$ cat config.mk
export PLATFORM = sky130hd
export DESIGN_NAME = display_scheduler
export DESIGN_NICKNAME = d
export VERILOG_FILES = /design/src/rtl/display_scheduler.sv
export SDC_FILE = /design/constraint.sdc
export NUM_CORES = 1
export LEC_CHECK = 0
export ABC_AREA = 1
export CORE_UTILIZATION = 58
export DETAILED_ROUTE_END_ITERATION = 10
export PLACE_DENSITY = 0.88
export SLEW_MARGIN = 20
export SYNTH_ARGS = -nofsm -noshare
export SYNTH_HDL_FRONTEND = slang
export SYNTH_SLANG_ARGS = --single-unit
$ cat constraint.sdc
create_clock -name clk -period 3.1 [get_ports clk]
set_input_delay 0.62 -clock clk [delete_from_list [all_inputs] [get_ports clk]]
set_output_delay 0.62 -clock clk [all_outputs]
set_load 0.02 [all_outputs]
$ cat src/rtl/display_scheduler.sv
`default_nettype none
// ============================================================================
//  Module      : display_scheduler
//  Description : Round-robin sharing of a 4-digit BCD display among NUM_SRC
//                requesters. The granted value is converted to BCD with a
//                sequential shift-add-3 engine and held for DWELL cycles.
//  Revision    : 1.0  initial release
// ============================================================================
module display_scheduler #(
    parameter int DATA_W  = 14,
    parameter int NUM_SRC = 4,
    parameter int DWELL   = 50000000
) (
    input  logic                      clk,
    input  logic                      rst,
    input  logic [NUM_SRC-1:0]        req,
    input  logic [NUM_SRC*DATA_W-1:0] value_flat,
    output logic [NUM_SRC-1:0]        grant,
    output logic [1:0]                src_idx,
    output logic [3:0]                bcd_ones,
    output logic [3:0]                bcd_tens,
    output logic [3:0]                bcd_hundreds,
    output logic [3:0]                bcd_thousands,
    output logic                      digits_valid,
    output logic                      new_frame,
    output logic                      overflow,
    output logic                      busy
);

    // Bit counter spans 0..DATA_W-1; dwell counter spans 0..DWELL-1.
    localparam int CNT_W = $clog2(DATA_W + 1);
    localparam int DW_W  = (DWELL > 1) ? $clog2(DWELL) : 1;

    localparam logic [CNT_W-1:0]  BIT_LAST   = CNT_W'(DATA_W - 1);
    localparam logic [DW_W-1:0]   DWELL_LAST = DW_W'(DWELL - 1);
    localparam logic [DATA_W-1:0] MAX_BCD    = DATA_W'(9999);
    localparam logic [1:0]        RR_INIT    = 2'(NUM_SRC - 1);

    typedef enum logic [1:0] {
        ST_IDLE    = 2'd0,
        ST_SELECT  = 2'd1,
        ST_CONVERT = 2'd2,
        ST_HOLD    = 2'd3
    } state_t;

    state_t state;
    state_t state_next;

    logic [1:0]        rr_last;
    logic [DATA_W-1:0] shift_reg;
    logic [15:0]       scratch;
    logic [CNT_W-1:0]  bit_cnt;
    logic [DW_W-1:0]   dwell_cnt;

    logic              pick_found;
    logic [1:0]        pick_idx;
    logic [1:0]        cand;
    logic [DATA_W-1:0] picked_value;
    logic              sel_overflow;
    logic [15:0]       adj;
    logic [15:0]       next_scratch;
    logic [DATA_W-1:0] next_shift;
    logic              unused_carry;

    // Add 3 to every BCD nibble that is 5 or more before the next shift.
    function automatic logic [15:0] add3(input logic [15:0] s);
        logic [15:0] r;
        r = s;
        for (int n = 0; n < 4; n++) begin
            if (s[n*4 +: 4] >= 4'd5) begin
                r[n*4 +: 4] = s[n*4 +: 4] + 4'd3;
            end
        end
        return r;
    endfunction

    // Round-robin search: first requester after rr_last, wrapping modulo 4.
    always_comb begin
        pick_found = 1'b0;
        pick_idx   = 2'd0;
        cand       = 2'd0;
        for (int i = 1; i <= NUM_SRC; i++) begin
            cand = rr_last + 2'(i);
            if (!pick_found && req[cand]) begin
                pick_found = 1'b1;
                pick_idx   = cand;
            end
        end
    end

    assign picked_value = value_flat[int'(pick_idx)*DATA_W +: DATA_W];

    // Value latched on entry to SELECT decides the overflow path there.
    assign sel_overflow = (shift_reg > MAX_BCD);

    // One shift-add-3 step; the top carry cannot be set for values <= 9999.
    assign adj = add3(scratch);
    assign {unused_carry, next_scratch} = {adj, shift_reg[DATA_W-1]};
    assign next_shift = {shift_reg[DATA_W-2:0], 1'b0};

    // State register.
    always_ff @(posedge clk) begin
        if (rst) begin
            state <= ST_IDLE;
        end else begin
            state <= state_next;
        end
    end

    // Next-state decode.
    always_comb begin
        state_next = state;
        case (state)
            ST_IDLE: begin
                if (|req) begin
                    state_next = ST_SELECT;
                end
            end
            ST_SELECT: begin
                state_next = sel_overflow ? ST_HOLD : ST_CONVERT;
            end
            ST_CONVERT: begin
                if (bit_cnt == BIT_LAST) begin
                    state_next = ST_HOLD;
                end
            end
            ST_HOLD: begin
                if (dwell_cnt == DWELL_LAST) begin
                    state_next = (|req) ? ST_SELECT : ST_IDLE;
                end
            end
            default: begin
                state_next = ST_IDLE;
            end
        endcase
    end

    // Arbitration result, conversion datapath, counters and registered outputs.
    always_ff @(posedge clk) begin
        if (rst) begin
            rr_last       <= RR_INIT;
            shift_reg     <= '0;
            scratch       <= '0;
            bit_cnt       <= '0;
            dwell_cnt     <= '0;
            grant         <= '0;
            src_idx       <= 2'd0;
            bcd_ones      <= 4'd0;
            bcd_tens      <= 4'd0;
            bcd_hundreds  <= 4'd0;
            bcd_thousands <= 4'd0;
            digits_valid  <= 1'b0;
            new_frame     <= 1'b0;
            overflow      <= 1'b0;
            busy          <= 1'b0;
        end else begin
            new_frame <= 1'b0;
            busy      <= (state_next != ST_IDLE);

            // The owner is chosen from req sampled on the edge entering SELECT.
            if (state_next == ST_SELECT && pick_found) begin
                grant     <= NUM_SRC'(1) << pick_idx;
                src_idx   <= pick_idx;
                rr_last   <= pick_idx;
                shift_reg <= picked_value;
            end

            case (state)
                ST_SELECT: begin
                    scratch   <= '0;
                    bit_cnt   <= '0;
                    dwell_cnt <= '0;
                    if (sel_overflow) begin
                        bcd_ones      <= 4'hF;
                        bcd_tens      <= 4'hF;
                        bcd_hundreds  <= 4'hF;
                        bcd_thousands <= 4'hF;
                        overflow      <= 1'b1;
                        new_frame     <= 1'b1;
                        digits_valid  <= 1'b1;
                    end
                end
                ST_CONVERT: begin
                    scratch   <= next_scratch;
                    shift_reg <= next_shift;
                    bit_cnt   <= bit_cnt + CNT_W'(1);
                    // Digits change only once, when the final shift lands.
                    if (bit_cnt == BIT_LAST) begin
                        bcd_ones      <= next_scratch[3:0];
                        bcd_tens      <= next_scratch[7:4];
                        bcd_hundreds  <= next_scratch[11:8];
                        bcd_thousands <= next_scratch[15:12];
                        overflow      <= 1'b0;
                        new_frame     <= 1'b1;
                        digits_valid  <= 1'b1;
                    end
                end
                ST_HOLD: begin
                    dwell_cnt <= dwell_cnt + DW_W'(1);
                    if (dwell_cnt == DWELL_LAST && !(|req)) begin
                        grant <= '0;
                    end
                end
                default: begin
                end
            endcase
        end
    end

endmodule
`default_nettype wire

==> impl_metrics.tcl, run 1 <==
set metrics [dict create \
    status "complete, no violations" \
    dp_slack_ns 0.2339 \
    cp.arrival_ns 2.79 \
    num_rows 34 \
    grt_pass1_wl_um 22430 \
    vias 5462 \
    yosys.area.top_type_share_pct 34.70 \
    cts-root-buf "clkbuf_8" \
    synth-edff-count 0 \
    wl_um 13050 \
    design_area_um2 6310 \
    synth-seq-cells 90 \
    pin_count 88 \
    clk_path_buf_depth 2 \
    netSwitchingFraction_pct 44.88 \
    pwr-share-seq_pct 28.0 \
    grt_pass1_vias 5294 \
    ys_types 44 \
    setup_ws_ns 0.6002 \
    crit_type "primary input to flip-flop" \
    grt_use_total_pct 28.38 \
    layout.nets 961 \
    syn_nets 890 \
    p_per_area_nw_per_um2 816.4 \
    dp_hpwl_um 9281 \
    ant_nets 0 \
    hold_class "flip-flop to flip-flop" \
    p_leak_nw 2.608 \
    internal_power_mw 2.840 \
    grt_max_degree 60 \
    post-route-period-util_pct 80.64 \
    largest_register_ffs 26 \
    post_cts_buffers 0 \
    ctsHoldBuffers 0 \
    p_comb_share_pct 53.8 \
    n_fill_cell 719 \
    synthFlopType "dfxtp_1" \
    peakVddDrop_mv 0.6316 \
    final_util_pct 72.71 \
    cts-htree-levels 3 \
    cts_sinks 90 \
    p_clk_share_pct 18.2 \
    layout_min_cycle_time_ns 2.500 \
    crit_fanout 13 \
    seq_area_frac_synth_pct 34.70 \
    gp_congestion 0.8498 \
    finalSetupViolCount 0 \
    antenna_found_initial 0 \
    place_area_um2 6076 \
    synthCells 813 \
    cts_tree "done" \
    worstMarginPinSlew_ns 0.7058 \
    routedWlPerCell_um 13.09 \
    clk_latency_ns 0.36 \
    crit_path_end_kind "flip-flop" \
    initial_core_util_pct 59.83 \
    drt_iter0_drc 254 \
    timing.fmax_mhz 400.0 \
    core_area_um2 8678 \
    worst_setup_path_start_kind "primary input" \
    die_w_um 96.62 \
    finalHoldViolCount 0 \
    grt_overflow 0 \
    slew_viol_final 0 \
    rr_worst_depth 14 \
    ys_warn_count 0 \
    synth_area_leader_cell "dfxtp_1" \
    numCtsBuffers 9 \
    drc 0 \
    ys_async_sr_fraction_pct 0 \
    n_antenna_cell 0 \
    firstDrtPassIters 5 \
    fp.dieArea_um2 9334 \
    vias_per_cell 5.478 \
    crit_required_ns 3.39 \
    portBuffers 87 \
    clock_skew_ns 0.01224 \
    areaGrowthSynthToFinish_pct 21.52 \
    whs_ns 0.4504 \
    tns_ns 0 \
    clk_pin_slew_ns 0.08 \
    hold_depth 1 \
    drv_cap 0 \
    post_route_cells_drive_above_1_share_pct 5.512 \
    ys_top_cells_by_area "dfxtp_1 (35%), nand2_1 (18%), a21oi_1 (7.9%)" \
    die_h_um 96.62 \
    slew_headroom_pct 52.95 \
    avgSynthCellArea_um2 6.387 \
    power.switching_mw 2.312 \
    rsz0062_at_grt "false" \
    syn_area_um2 5192 \
    post_cts_resized 0 \
]
-- final cells by class --
| class | count | area, µm² | share of cell area [%] |
|---|---|---|---|
| timing repair buffer | 96 | 933.4 | 14.79 |
| inverter | 73 | 276.5 | 4.382 |
| tap | 108 | 135.1 | 2.142 |
| clock buffer | 11 | 131.4 | 2.082 |
| clock inverter | 5 | 102.6 | 1.626 |
| multi-input combinational | 614 | 2929 | 46.42 |
| sequential | 90 | 1802 | 28.55 |
-- Yosys cell counts (7+ instances only) --
master,instances
o21ai_0,38
inv_1,67
dfxtp_1,90
a211oi_1,7
a21oi_2,9
nor3_1,18
clkbuf_1,20
nor2_1,79
ha_1,15
a21oi_1,82
nand2_1,253
nand3_1,72
-- critical path: stages --
cell,delay [ns]
clkdlybuf4s50_1,0.45
inv_1,0.07
nand2_1,0.04
nor3_1,0.31
inv_1,0.14
o21ai_0,0.17
nand2_1,0.12
nand3_2,0.18
nand2_1,0.07
inv_1,0.32
nand2_1,0.14
a21oi_2,0.16
-- stage by stage --
| step | total power, mW | instances |
|---|---|---|
| 2_1_floorplan | 3.666 | 813 |
| 3_5_place_dp | 4.207 | 981 |
| 6_report | 5.151 | 997 |
| 5_1_grt | 5.559 | 997 |
| 3_3_place_gp | 4.109 | 981 |
| 4_1_cts | 5.152 | 997 |
-- power groups by stage --
stage / clock [mW] / combinational (mW) / sequential (mW)
floorplan: 0 / 2.11 / 1.55
global route: 1.00 / 3.10 / 1.46
detailed placement: 0 / 2.74 / 1.46
global placement: 0 / 2.65 / 1.46
finish: 0.939 / 2.77 / 1.44
CTS: 0.948 / 2.76 / 1.44
-- logic make-up after synthesis --
group                      share of synthesized area [%]
AOI/OAI and AO/OA                                  16.39
buffers and inverters                              8.892
and+or+nand+nor                                    35.57
DFF                                                34.70
adders and majority gates                          3.614
xor gates and xnor gates                          0.8433
-- layout by cell type (no fill, tap or decap), drive strengths merged, types with 2 or more instances in the layout --
cell type,n
clkbuf,11
a21oi,91
buf,10
bufinv,3
ha,15
nor4,2
nand2,260
a31oi,2
clkinv,4
clkdlybuf4s50,86
nand3,74
a211oi,7
nor2,82
inv,70
xor2,4
o21ai,38
o211ai,2
dfxtp,90
nor3,18
nand4,5
-- layer usage --
layer | share of wire [%] | track usage (%) | vias up | wire (µm)
li1 | - | - | 2782 | -
met1 | 43 | 33.21 | 2486 | 5651
met2 | 51 | 51.52 | 163 | 6591
met3 | 4.5 | 5.997 | 31 | 588
met4 | 1.7 | 8.726 | 0 | 217
met5 | 0 | 0 | - | 0
-- path summary, 6_finish.rpt --
| check | to | slack, ns | start |
|---|---|---|---|
| max | shift_reg[4] | 0.60 | req[2] |
| min reg2reg | dwell_cnt[3] | 0.45 | dwell_cnt[3] |
| max reg2reg | shift_reg[4] | 0.74 | dwell_cnt[0] |
| min | dwell_cnt[3] | 0.45 | dwell_cnt[3] |
Power figures use the tool's default switching activity.
==> run 2, diff against run 1 <==
CORE_UTILIZATION = 54   (was 58)
PLACE_DENSITY = 0.83   (was 0.88)
clock period = 2.59 ns   (was 3.1 ns; I/O delays follow)
==> impl_metrics.tcl, run 2 (synthesis results as in run 1) <==
set metrics [dict create \
    status "complete, no violations" \
    peakVddDrop_mv 0.7977 \
    r2r-end "shift_reg[1]" \
    vias 5455 \
    p_leak_nw 2.616 \
    timing.fmax_mhz 445.3 \
    grt_max_degree 57 \
    p_per_area_nw_per_um2 951.6 \
    layout.area.seq_um2 1802 \
    areaGrowthSynthToFinish_pct 22.02 \
    crit_path_end_kind "flip-flop" \
    drc 0 \
    portBuffers 87 \
    cts-htree-levels 3 \
    ctsHoldBuffers 0 \
    multi_input_area_um2 2929 \
    critPathCapture "shift_reg[1]" \
    reg2reg_slack_ns 0.34 \
    initial_core_util_pct 55.93 \
    numCtsBuffers 9 \
    critPathLaunch "dwell_cnt[0]" \
    worstMarginPinSlew_ns 0.6323 \
    vias_per_cell 5.338 \
    grt_overflow 0 \
    drv_cap 0 \
    core_area_um2 9284 \
    post_cts_buffers 0 \
    cts-root-buf "clkbuf_8" \
    cts_tree "done" \
    die_w_um 100.1 \
    clk_pin_slew_ns 0.08 \
    r2r-start "dwell_cnt[0]" \
    grt_pass1_wl_um 21940 \
    cp.arrival_ns 2.54 \
    post-route-period-util_pct 86.70 \
    cts_sinks 90 \
    rr_worst_depth 14 \
    crit_type "flip-flop to flip-flop" \
    finalSetupViolCount 0 \
    num_rows 35 \
    clk_latency_ns 0.37 \
    dp_hpwl_um 9206 \
    fp.dieArea_um2 10010 \
    wl_um 12700 \
    crit_fanout 14 \
    slew_viol_final 0 \
    firstDrtPassIters 5 \
    antenna_found_initial 0 \
    crit_required_ns 2.89 \
    largest_register_ffs 26 \
    tns_ns 0 \
    rsz0062_at_grt "false" \
    layout.nets 966 \
    layout_min_cycle_time_ns 2.245 \
    grt_use_total_pct 26.48 \
    worst_setup_path_start_kind "flip-flop" \
    ant_nets 0 \
    grt_pass1_vias 5173 \
    gp_congestion 0.8569 \
    post_route_cells_drive_above_1_share_pct 6.047 \
    finalHoldViolCount 0 \
    final_util_pct 68.25 \
    drt_iter0_drc 203 \
    routedWlPerCell_um 12.42 \
    post_cts_resized 0 \
    final_cell_mix "nand2_1 (253), dfxtp_1 (90), clkdlybuf4s50_1 (86), a21oi_1 (82), nor2_1 (79)" \
    die_h_um 100.1 \
    n_antenna_cell 0 \
    clk_path_buf_depth 2 \
    pin_count 88 \
    n_fill_cell 794 \
    slew_headroom_pct 57.85 \
    clock_skew_ns 0.01064 \
    hold_class "primary input to flip-flop" \
    final_common_cell "nand2_1" \
]
## run 2: report_power, final
| group | internal (mW) | leakage (nW) | switching, mW |
|---|---|---|---|
| combinational | 1.26 | 1.79 | 2.12 |
| sequential | 1.59 | 0.732 | 0.136 |
| clock | 0.439 | 0.0921 | 0.486 |
| total | 3.29 | 2.62 | 2.74 |
## run 2: worst min path at each step
stage / startpoint / end / slack (ns) / cells past startpoint
after floorplan: dwell_cnt[3] / dwell_cnt[3] / 0.42 / 1
after global placement: dwell_cnt[3] / dwell_cnt[3] / 0.43 / 1
after detailed placement: dwell_cnt[3] / dwell_cnt[3] / 0.45 / 1
after CTS: rst / src_idx[0] / 0.40 / 2
after global routing: rst / src_idx[0] / 0.42 / 2
final: rst / src_idx[0] / 0.41 / 2
## run 2: layout make-up
cell class                      instances  share of cell area [%]
Tap cell                              129                   2.547
Clock inverter                          5                  0.8886
Timing Repair Buffer                  101                   15.52
Inverter                               73                   4.364
Sequential cell                        90                   28.44
Clock buffer                           10                   2.014
Multi-Input combinational cell        614                   46.23
## run 2: metrics by stage
step | worst slack, ns | hold WS [ns] | instance area, µm² | power (mW) | cells
after floorplan | 0.7368 | 0.4218 | 5192 | 4.387 | 813
after global placement | 0.07415 | 0.4314 | 6152 | 5.040 | 1007
after detailed placement | 0.02224 | 0.4455 | 6152 | 5.133 | 1007
after CTS | 0.3784 | 0.4001 | 6336 | 6.063 | 1022
after global routing | 0.08345 | 0.4204 | 6336 | 6.571 | 1022
final | 0.3446 | 0.4141 | 6336 | 6.029 | 1022
## run 2: metal layers
layer | track usage, % | routed length [µm]
met1 | 31.19 | 5638
met2 | 48.75 | 6408
met3 | 4.457 | 460
met4 | 8.584 | 189
met5 | 0 | 0
## run 2: critical path, stage by stage, from the launching register on
cell and delay (ns):
dfxtp_1 0.38, ha_1 0.18, nand2_1 0.10, nor2_1 0.19
nand3_1 0.17, nor2_1 0.12, nand3_1 0.11, nand2_1 0.09
nand2_1 0.05, nand2_1 0.11, nand3_2 0.13, buf_4 0.21
a21oi_1 0.16, nand2_1 0.07, a21oi_1 0.11
